**src/rtl/dcache_pkg.sv**
```systemverilog
// rtl/dcache_pkg.sv - shared widths, state encoding and address helpers for the D-cache controller
package dcache_pkg;

    localparam int ADDR_WIDTH   = 28;
    localparam int DATA_WIDTH   = 32;
    localparam int BLOCK_SIZE   = 256;
    localparam int INDEX_WIDTH  = 11;
    localparam int WORDS        = BLOCK_SIZE / DATA_WIDTH;
    localparam int OFFSET_WIDTH = $clog2(WORDS);
    localparam int TAG_WIDTH    = ADDR_WIDTH - INDEX_WIDTH - OFFSET_WIDTH;
    localparam int BADDR_WIDTH  = ADDR_WIDTH - OFFSET_WIDTH;

    typedef logic [ADDR_WIDTH-1:0]   addr_t;
    typedef logic [DATA_WIDTH-1:0]   word_t;
    typedef logic [BLOCK_SIZE-1:0]   line_t;
    typedef logic [BADDR_WIDTH-1:0]  baddr_t;
    typedef logic [TAG_WIDTH-1:0]    tag_t;
    typedef logic [INDEX_WIDTH-1:0]  index_t;
    typedef logic [OFFSET_WIDTH-1:0] offset_t;

    typedef enum logic [2:0] {
        ST_IDLE,
        ST_READ,
        ST_COMPARE,
        ST_WB,
        ST_FILL,
        ST_UPDATE,
        ST_RESP
    } state_e;

    typedef struct packed {
        addr_t addr;
        logic  we;
        word_t wdata;
    } req_t;

    function automatic baddr_t block_addr(input addr_t a);
        return a[ADDR_WIDTH-1:OFFSET_WIDTH];
    endfunction

    function automatic index_t line_index(input addr_t a);
        return a[OFFSET_WIDTH +: INDEX_WIDTH];
    endfunction

    function automatic offset_t word_offset(input addr_t a);
        return a[OFFSET_WIDTH-1:0];
    endfunction

    // Event counters stick at all-ones instead of wrapping.
    function automatic logic [31:0] sat_inc(input logic [31:0] v);
        return (v == 32'hFFFF_FFFF) ? v : v + 32'd1;
    endfunction

endpackage

```
**src/rtl/dcache_controller_if.sv**
```systemverilog
// rtl/dcache_controller_if.sv - CPU, cache-array and memory-side signal bundle for dcache_controller
interface dcache_controller_if;
    import dcache_pkg::*;

    logic        cpu_req;
    logic        cpu_we;
    addr_t       cpu_addr;
    word_t       cpu_wdata;
    word_t       cpu_rdata;
    logic        cpu_ready;
    logic        cpu_busy;

    addr_t       cache_addr;
    line_t       cache_data_write;
    logic        cache_dirty_write;
    logic        cache_write_en;
    line_t       cache_data_read;
    logic        cache_dirty_read;
    logic        cache_hit;
    logic        cache_valid;
    tag_t        cache_replace_tag;

    baddr_t      mem_addr;
    line_t       mem_wdata;
    logic        mem_we;
    logic        mem_re;
    line_t       mem_rdata;
    logic        mem_ack;

    logic [31:0] hit_count;
    logic [31:0] miss_count;

    modport master (
        input  cpu_req, cpu_we, cpu_addr, cpu_wdata,
        output cpu_rdata, cpu_ready, cpu_busy,
        output cache_addr, cache_data_write, cache_dirty_write, cache_write_en,
        input  cache_data_read, cache_dirty_read, cache_hit, cache_valid, cache_replace_tag,
        output mem_addr, mem_wdata, mem_we, mem_re,
        input  mem_rdata, mem_ack,
        output hit_count, miss_count
    );

    modport slave (
        output cpu_req, cpu_we, cpu_addr, cpu_wdata,
        input  cpu_rdata, cpu_ready, cpu_busy,
        input  cache_addr, cache_data_write, cache_dirty_write, cache_write_en,
        output cache_data_read, cache_dirty_read, cache_hit, cache_valid, cache_replace_tag,
        input  mem_addr, mem_wdata, mem_we, mem_re,
        output mem_rdata, mem_ack,
        input  hit_count, miss_count
    );

endinterface

```
**src/rtl/dcache_word_merge.sv**
```systemverilog
// rtl/dcache_word_merge.sv - extracts one word from a line and builds the line with that word replaced
module dcache_word_merge
    import dcache_pkg::*;
(
    input  line_t   line_i,
    input  offset_t offset_i,
    input  word_t   wdata_i,
    output word_t   word_o,
    output line_t   line_o
);

    logic [WORDS-1:0][DATA_WIDTH-1:0] words_in;
    logic [WORDS-1:0][DATA_WIDTH-1:0] words_out;

    assign words_in = line_i;

    always_comb begin
        words_out           = words_in;
        words_out[offset_i] = wdata_i;
    end

    assign word_o = words_in[offset_i];
    assign line_o = words_out;

endmodule

```
**src/rtl/dcache_controller.sv**
```systemverilog
// rtl/dcache_controller.sv - direct-mapped D-cache sequencer: hit detect, dirty writeback, refill, store merge
module dcache_controller
    import dcache_pkg::*;
(
    input logic                 clk,
    input logic                 rst,
    dcache_controller_if.master bus
);

    state_e      state_q, state_d;
    req_t        req_q, req_d;
    line_t       victim_q, victim_d;
    tag_t        victim_tag_q, victim_tag_d;
    line_t       fill_q, fill_d;
    word_t       rdata_q, rdata_d;
    logic        ready_q, ready_d;
    logic [31:0] hit_q, hit_d;
    logic [31:0] miss_q, miss_d;

    line_t  merge_src;
    line_t  merge_line;
    word_t  merge_word;

    logic   cache_we_c;
    logic   cache_dirty_c;
    line_t  cache_line_c;
    logic   mem_we_c;
    logic   mem_re_c;
    baddr_t mem_addr_c;

    // COMPARE works on the line just read from the array; UPDATE/RESP work on the refill.
    assign merge_src = (state_q == ST_COMPARE) ? bus.cache_data_read : fill_q;

    dcache_word_merge u_merge (
        .line_i   (merge_src),
        .offset_i (word_offset(req_q.addr)),
        .wdata_i  (req_q.wdata),
        .word_o   (merge_word),
        .line_o   (merge_line)
    );

    always_ff @(posedge clk) begin
        if (rst) begin
            state_q      <= ST_IDLE;
            req_q        <= '0;
            victim_q     <= '0;
            victim_tag_q <= '0;
            fill_q       <= '0;
            rdata_q      <= '0;
            ready_q      <= 1'b0;
            hit_q        <= '0;
            miss_q       <= '0;
        end else begin
            state_q      <= state_d;
            req_q        <= req_d;
            victim_q     <= victim_d;
            victim_tag_q <= victim_tag_d;
            fill_q       <= fill_d;
            rdata_q      <= rdata_d;
            ready_q      <= ready_d;
            hit_q        <= hit_d;
            miss_q       <= miss_d;
        end
    end

    always_comb begin
        state_d       = state_q;
        req_d         = req_q;
        victim_d      = victim_q;
        victim_tag_d  = victim_tag_q;
        fill_d        = fill_q;
        rdata_d       = rdata_q;
        ready_d       = 1'b0;
        hit_d         = hit_q;
        miss_d        = miss_q;
        cache_we_c    = 1'b0;
        cache_dirty_c = 1'b0;
        cache_line_c  = merge_line;
        mem_we_c      = 1'b0;
        mem_re_c      = 1'b0;
        mem_addr_c    = block_addr(req_q.addr);

        case (state_q)
            ST_IDLE: begin
                if (bus.cpu_req) begin
                    req_d   = '{addr: bus.cpu_addr, we: bus.cpu_we, wdata: bus.cpu_wdata};
                    state_d = ST_READ;
                end
            end
            ST_READ: begin
                state_d = ST_COMPARE;
            end
            ST_COMPARE: begin
                if (bus.cache_hit) begin
                    if (req_q.we) begin
                        cache_we_c    = 1'b1;
                        cache_dirty_c = 1'b1;
                    end else begin
                        rdata_d = merge_word;
                    end
                    ready_d = 1'b1;
                    hit_d   = sat_inc(hit_q);
                    state_d = ST_IDLE;
                end else begin
                    miss_d       = sat_inc(miss_q);
                    victim_d     = bus.cache_data_read;
                    victim_tag_d = bus.cache_replace_tag;
                    state_d      = (bus.cache_valid && bus.cache_dirty_read) ? ST_WB : ST_FILL;
                end
            end
            ST_WB: begin
                mem_we_c   = 1'b1;
                mem_addr_c = {victim_tag_q, line_index(req_q.addr)};
                if (bus.mem_ack) begin
                    state_d = ST_FILL;
                end
            end
            ST_FILL: begin
                mem_re_c = 1'b1;
                if (bus.mem_ack) begin
                    fill_d  = bus.mem_rdata;
                    state_d = ST_UPDATE;
                end
            end
            ST_UPDATE: begin
                // Ready/rdata are registered here so they are presented during RESP.
                cache_we_c    = 1'b1;
                cache_dirty_c = req_q.we;
                cache_line_c  = req_q.we ? merge_line : fill_q;
                ready_d       = 1'b1;
                if (!req_q.we) begin
                    rdata_d = merge_word;
                end
                state_d = ST_RESP;
            end
            ST_RESP: begin
                state_d = ST_IDLE;
            end
            default: begin
                state_d = ST_IDLE;
            end
        endcase
    end

    assign bus.cpu_rdata         = rdata_q;
    assign bus.cpu_ready         = ready_q;
    assign bus.cpu_busy          = (state_q != ST_IDLE);
    assign bus.cache_addr        = req_q.addr;
    assign bus.cache_data_write  = cache_line_c;
    assign bus.cache_dirty_write = cache_dirty_c;
    assign bus.cache_write_en    = cache_we_c;
    assign bus.mem_addr          = mem_addr_c;
    assign bus.mem_wdata         = victim_q;
    assign bus.mem_we            = mem_we_c;
    assign bus.mem_re            = mem_re_c;
    assign bus.hit_count         = hit_q;
    assign bus.miss_count        = miss_q;

endmodule

```
**src/flat_wrapper.sv**
```systemverilog
// flat-port wrapper written by rule: the top's interface ports become plain ports
module dcache_controller_flat import dcache_pkg::*;
  (clk, rst, bus_cpu_req, bus_cpu_we, bus_cpu_addr, bus_cpu_wdata, bus_cpu_rdata, bus_cpu_ready, bus_cpu_busy, bus_cache_addr, bus_cache_data_write, bus_cache_dirty_write, bus_cache_write_en, bus_cache_data_read, bus_cache_dirty_read, bus_cache_hit, bus_cache_valid, bus_cache_replace_tag, bus_mem_addr, bus_mem_wdata, bus_mem_we, bus_mem_re, bus_mem_rdata, bus_mem_ack, bus_hit_count, bus_miss_count);
  dcache_controller_if bus_i ();
  input logic clk;
  input logic rst;
  input wire logic [$bits(bus_i.cpu_req)-1:0] bus_cpu_req;
  input wire logic [$bits(bus_i.cpu_we)-1:0] bus_cpu_we;
  input wire logic [$bits(bus_i.cpu_addr)-1:0] bus_cpu_addr;
  input wire logic [$bits(bus_i.cpu_wdata)-1:0] bus_cpu_wdata;
  output wire logic [$bits(bus_i.cpu_rdata)-1:0] bus_cpu_rdata;
  output wire logic [$bits(bus_i.cpu_ready)-1:0] bus_cpu_ready;
  output wire logic [$bits(bus_i.cpu_busy)-1:0] bus_cpu_busy;
  output wire logic [$bits(bus_i.cache_addr)-1:0] bus_cache_addr;
  output wire logic [$bits(bus_i.cache_data_write)-1:0] bus_cache_data_write;
  output wire logic [$bits(bus_i.cache_dirty_write)-1:0] bus_cache_dirty_write;
  output wire logic [$bits(bus_i.cache_write_en)-1:0] bus_cache_write_en;
  input wire logic [$bits(bus_i.cache_data_read)-1:0] bus_cache_data_read;
  input wire logic [$bits(bus_i.cache_dirty_read)-1:0] bus_cache_dirty_read;
  input wire logic [$bits(bus_i.cache_hit)-1:0] bus_cache_hit;
  input wire logic [$bits(bus_i.cache_valid)-1:0] bus_cache_valid;
  input wire logic [$bits(bus_i.cache_replace_tag)-1:0] bus_cache_replace_tag;
  output wire logic [$bits(bus_i.mem_addr)-1:0] bus_mem_addr;
  output wire logic [$bits(bus_i.mem_wdata)-1:0] bus_mem_wdata;
  output wire logic [$bits(bus_i.mem_we)-1:0] bus_mem_we;
  output wire logic [$bits(bus_i.mem_re)-1:0] bus_mem_re;
  input wire logic [$bits(bus_i.mem_rdata)-1:0] bus_mem_rdata;
  input wire logic [$bits(bus_i.mem_ack)-1:0] bus_mem_ack;
  output wire logic [$bits(bus_i.hit_count)-1:0] bus_hit_count;
  output wire logic [$bits(bus_i.miss_count)-1:0] bus_miss_count;
  assign bus_i.cpu_req = bus_cpu_req;
  assign bus_i.cpu_we = bus_cpu_we;
  assign bus_i.cpu_addr = bus_cpu_addr;
  assign bus_i.cpu_wdata = bus_cpu_wdata;
  assign bus_cpu_rdata = bus_i.cpu_rdata;
  assign bus_cpu_ready = bus_i.cpu_ready;
  assign bus_cpu_busy = bus_i.cpu_busy;
  assign bus_cache_addr = bus_i.cache_addr;
  assign bus_cache_data_write = bus_i.cache_data_write;
  assign bus_cache_dirty_write = bus_i.cache_dirty_write;
  assign bus_cache_write_en = bus_i.cache_write_en;
  assign bus_i.cache_data_read = bus_cache_data_read;
  assign bus_i.cache_dirty_read = bus_cache_dirty_read;
  assign bus_i.cache_hit = bus_cache_hit;
  assign bus_i.cache_valid = bus_cache_valid;
  assign bus_i.cache_replace_tag = bus_cache_replace_tag;
  assign bus_mem_addr = bus_i.mem_addr;
  assign bus_mem_wdata = bus_i.mem_wdata;
  assign bus_mem_we = bus_i.mem_we;
  assign bus_mem_re = bus_i.mem_re;
  assign bus_i.mem_rdata = bus_mem_rdata;
  assign bus_i.mem_ack = bus_mem_ack;
  assign bus_hit_count = bus_i.hit_count;
  assign bus_miss_count = bus_i.miss_count;
  dcache_controller u_core (.clk(clk), .rst(rst), .bus(bus_i));
endmodule
```
**config.mk**
```make
export PLATFORM = sky130hd
export DESIGN_NAME = dcache_controller_flat
export DESIGN_NICKNAME = d
export VERILOG_FILES = /design/src/rtl/dcache_pkg.sv /design/src/rtl/dcache_controller_if.sv /design/src/rtl/dcache_word_merge.sv /design/src/rtl/dcache_controller.sv /design/src/flat_wrapper.sv
export SDC_FILE = /design/constraint.sdc
export NUM_CORES = 2
export LEC_CHECK = 0
export ABC_AREA = 1
export CORE_AREA = 2 2 494 496
export DETAILED_ROUTE_END_ITERATION = 8
export DIE_AREA = 0 0 496 498
export SLEW_MARGIN = 25
export SYNTH_ARGS = -nofsm -noshare
export SYNTH_HDL_FRONTEND = slang
export SYNTH_SLANG_ARGS = --single-unit
export TNS_END_PERCENT = 5
```
**constraint.sdc**
```tcl
create_clock -name clk -period 2.1 [get_ports clk]
set_input_delay 0.42 -clock clk [delete_from_list [all_inputs] [get_ports clk]]
set_output_delay 0.42 -clock clk [all_outputs]
set_load 0.05 [all_outputs]
```
==> out/metrics.csv <==
metric,value,unit
CP Max Fanout,18,
failing checks,setup timing,
IO Pins,1261,
"Buf+Inv Stages, Crit Path",4,
crit path max-delay cell type,dfxtp_2,
top-count cell post-synth,nand2_1,
final WL,344000,µm
ANT nets after route,0,
post-synthesis sequential area ratio,37.7,%
Syn-to-layout area delta,85.7,%
Synth area leaders,"dfxtp_1 (38%), nand2_1 (19%), a21oi_1 (12%)",
post-layout instance area,0.0678,mm²
DRT Pass-1 Iters,6,
Residual DRC,0,
die area,0.247,mm²
sequential cell area,0.0138,mm²
Root Buffer Master,clkbuf_16,
Yosys top cell area share,37.7,%
largest net degree at the start of global routing,83,
clock sink count,687,
area post-placement,0.0625,mm²
clk_lat worst skew,760,ps
routed via count,48500,
"Warnings, synthesis",0,
RSZ-0062 raised after global routing,yes,
R2R Setup Slk,-240,ps
IO buf count,1260,
GP Congestion,0.954,
setup slack after layout,-1070,ps
CTS Buffer Depth,3,
hold_buf cts,0,
hold crit path type,primary input to flop,
first-pass GRT wire length,439000,µm
Synth Flop Type,dfxtp_1,
post-synthesis instance total,5769,
Synth area leader,dfxtp_1,
CTS tree,yes,
NumNets Final,8164,
CP Class,flop to output port,
FILL cells,26700,
grt ovf,0,
syn avg cell area,6.33,µm²
crit-path leading delay family,simple AND/OR/NAND/NOR gates,
vias in the first global route,45700,
minimum clock period,3170,ps
worst-path cell chain,"nor2_4, nand2_8, inv_12, buf_12, buf_12, nand2_1, nand2_1, nand2_1, a22oi_2, buf_12",
Yosys reg bits,687,
WL per Instance,31.6,µm
status,"complete, but fails checks",
# setup viols final,306,
Die Wd,496,µm
Starting Density,15.1,%
antenna violations before repair,177,
Syn Nets,6365,
Max rail drop VDD,0.000663,V
"Distinct cells, synth",36,
Slew @ Worst Pin,790,ps
number of synthesized flops with an enable pin,0,
total power,55.5,mW
core area,0.242,mm²
Fmax achieved,315,MHz
share of cells above drive strength 1,29.2,%
total track usage,26.8,%
vias per std cell,4.45,
# rows,181,
MaxCap Viol Count,0,
Static Leakage,28.6,nW
final worst path period share,151,%
pwr dens,818,mW/mm²
final hold viol count,0,
top cell types by occurrence after synthesis,"nand2_1 (1,871), a21oi_1 (846), dfxtp_1 (687)",
synthesized area,0.0365,mm²
Startpoint Class,flop,
total CTS buffers,95,
critical path depth,10,
"slowest stage delay, CP",330,ps
hold depth,4,
Final Skew,54.2,ps
worst endpoint required time,1680,ps
die height,498,µm
fraction of registers with async set/reset,0,%
area of the multi-input gates,0.0204,mm²
dpl hpwl,287000,µm
max-slew violation count,0,
worst r2r path cells,15,
H-tree Lvls,3,
CP endpoint kind,output port,
slew margin rel.,47.2,%
Clock transition at path regs,60,ps
CP arrival,2750,ps
drt initial violations,4281,
## final cells by class
class | instances | area share (%)
Sequential cell | 687 | 20.3
Antenna cell | 62 | 0.229
Clock buffer | 131 | 3.97
Clock inverter | 44 | 0.753
Timing Repair Buffer | 2182 | 35.4
Tap cell | 3202 | 5.91
Multi-Input combinational cell | 4023 | 30.1
Inverter | 579 | 3.26
## kinds of logic (layout without fill, tap and decap cells)
| group | after synthesis | in the layout | share of synthesized area [%] |
|---|---|---|---|
| AOI/OAI and AO/OA | 1665 | 1665 | 24.2 |
| xor gates and xnor gates | 27 | 27 | 0.648 |
| adders and majority gates | 2 | 2 | 0.0685 |
| buffers and inverters | 1059 | 2936 | 12.2 |
| DFF | 687 | 687 | 37.7 |
| other | 0 | 62 | 0 |
| and+or+nand+nor | 2329 | 2329 | 25.2 |
## timing repair
action,in CTS,in global routing
cloned,11,1
pin swaps,52,51
endpoints found under the setup margin,376,428
gates resized for setup,504,257
buffers inserted,36,14
hold endpoints to repair,0,0
## where the power goes
group          internal (mW)  switching (mW)  total [mW]  leakage [nW]
clock network           9.86            7.34        17.2          1.56
logic                   9.20            14.9        24.1          21.5
registers               13.7           0.475        14.2          5.57
## per-stage QoR
step / setup TNS (ps) / utilization [%] / hold WS [ps] / instances / setup WS (ps)
4_1_cts: -280300 / 27.7 / 40.7 / 10800 / -1150
2_1_floorplan: -43440 / - / 425 / 5769 / -296
5_1_grt: -283080 / 28.0 / 69.9 / 10900 / -1150
3_3_place_gp: -107450 / 25.8 / 433 / 10600 / -1050
3_5_place_dp: -92320 / 25.8 / 437 / 10600 / -997
6_report: -243000 / 28.0 / 119 / 10900 / -1070
## sequential cells by signal, indices dropped and copies added, names as in the netlist
name                   count
u_core.fill_q            256
u_core.bus.miss_count     32
u_core.bus.cache_addr     28
u_core.victim_tag_q       14
u_core.bus.cpu_rdata      32
u_core.bus.cpu_ready       1
u_core.bus.hit_count      32
u_core.bus.mem_wdata     256
u_core.req_q              33
u_core.state_q             3
## routing by layer
| layer | share of wire, % | global-route usage, % | wire (µm) | vias up |
|---|---|---|---|---|
| met5 | 0.15 | 0 | 504 | - |
| met4 | 6.4 | 14.6 | 21900 | 74 |
| met3 | 9.2 | 8.49 | 31700 | 608 |
| met2 | 44 | 41.6 | 150000 | 2416 |
| met1 | 41 | 32.6 | 140000 | 23100 |
| li1 | - | - | - | 22400 |
## layout by cell type, fill, tap and decap left out, drive strengths merged
cell | netlist | routed
nor2 | 226 | 226
clkdlybuf4s50 | 0 | 592
clkinv | 1 | 25
nand3 | 184 | 184
inv | 578 | 583
clkinvlp | 0 | 8
buf | 209 | 1531
a22oi | 191 | 191
xor2 | 13 | 13
nand4 | 13 | 13
o21ai | 620 | 620
nand3b | 22 | 22
diode | 0 | 62
clkdlybuf4s18 | 0 | 1
a21oi | 846 | 846
nand2 | 1878 | 1878
clkdlybuf4s15 | 0 | 43
o21bai | 1 | 1
ha | 2 | 2
o211ai | 3 | 3
dfxtp | 687 | 687
bufbuf | 0 | 2
o31ai | 1 | 1
bufinv | 0 | 7
xnor2 | 14 | 14
o22ai | 2 | 2
nor3 | 6 | 6
o2111ai | 1 | 1
dlygate4sd2 | 0 | 9
clkbuf | 271 | 135
## path summary, 6_finish.rpt
check,from,endpoint
max,u_core.state_q[2]$_SDFFE_PP0P_,bus_cache_data_write[27]
min,rst,u_core.fill_q[236]$_SDFFE_PP0P_
max reg2reg,u_core.state_q[2]$_SDFFE_PP0P_,u_core.bus.cpu_rdata[10]$_SDFFE_PP0P_
min reg2reg,u_core.victim_tag_q[2]$_SDFFE_PP0P_,u_core.victim_tag_q[2]$_SDFFE_PP0P_
## worst reg2reg max path, delay by kind of cell, from the launching register on
family                 cells  cell delay [ps]
DFF                        1              330
AOI/OAI and AO/OA          1               80
buffers and inverters      6              900
and+or+nand+nor            8              910
No activity file was read; power rests on OpenSTA's default activity.
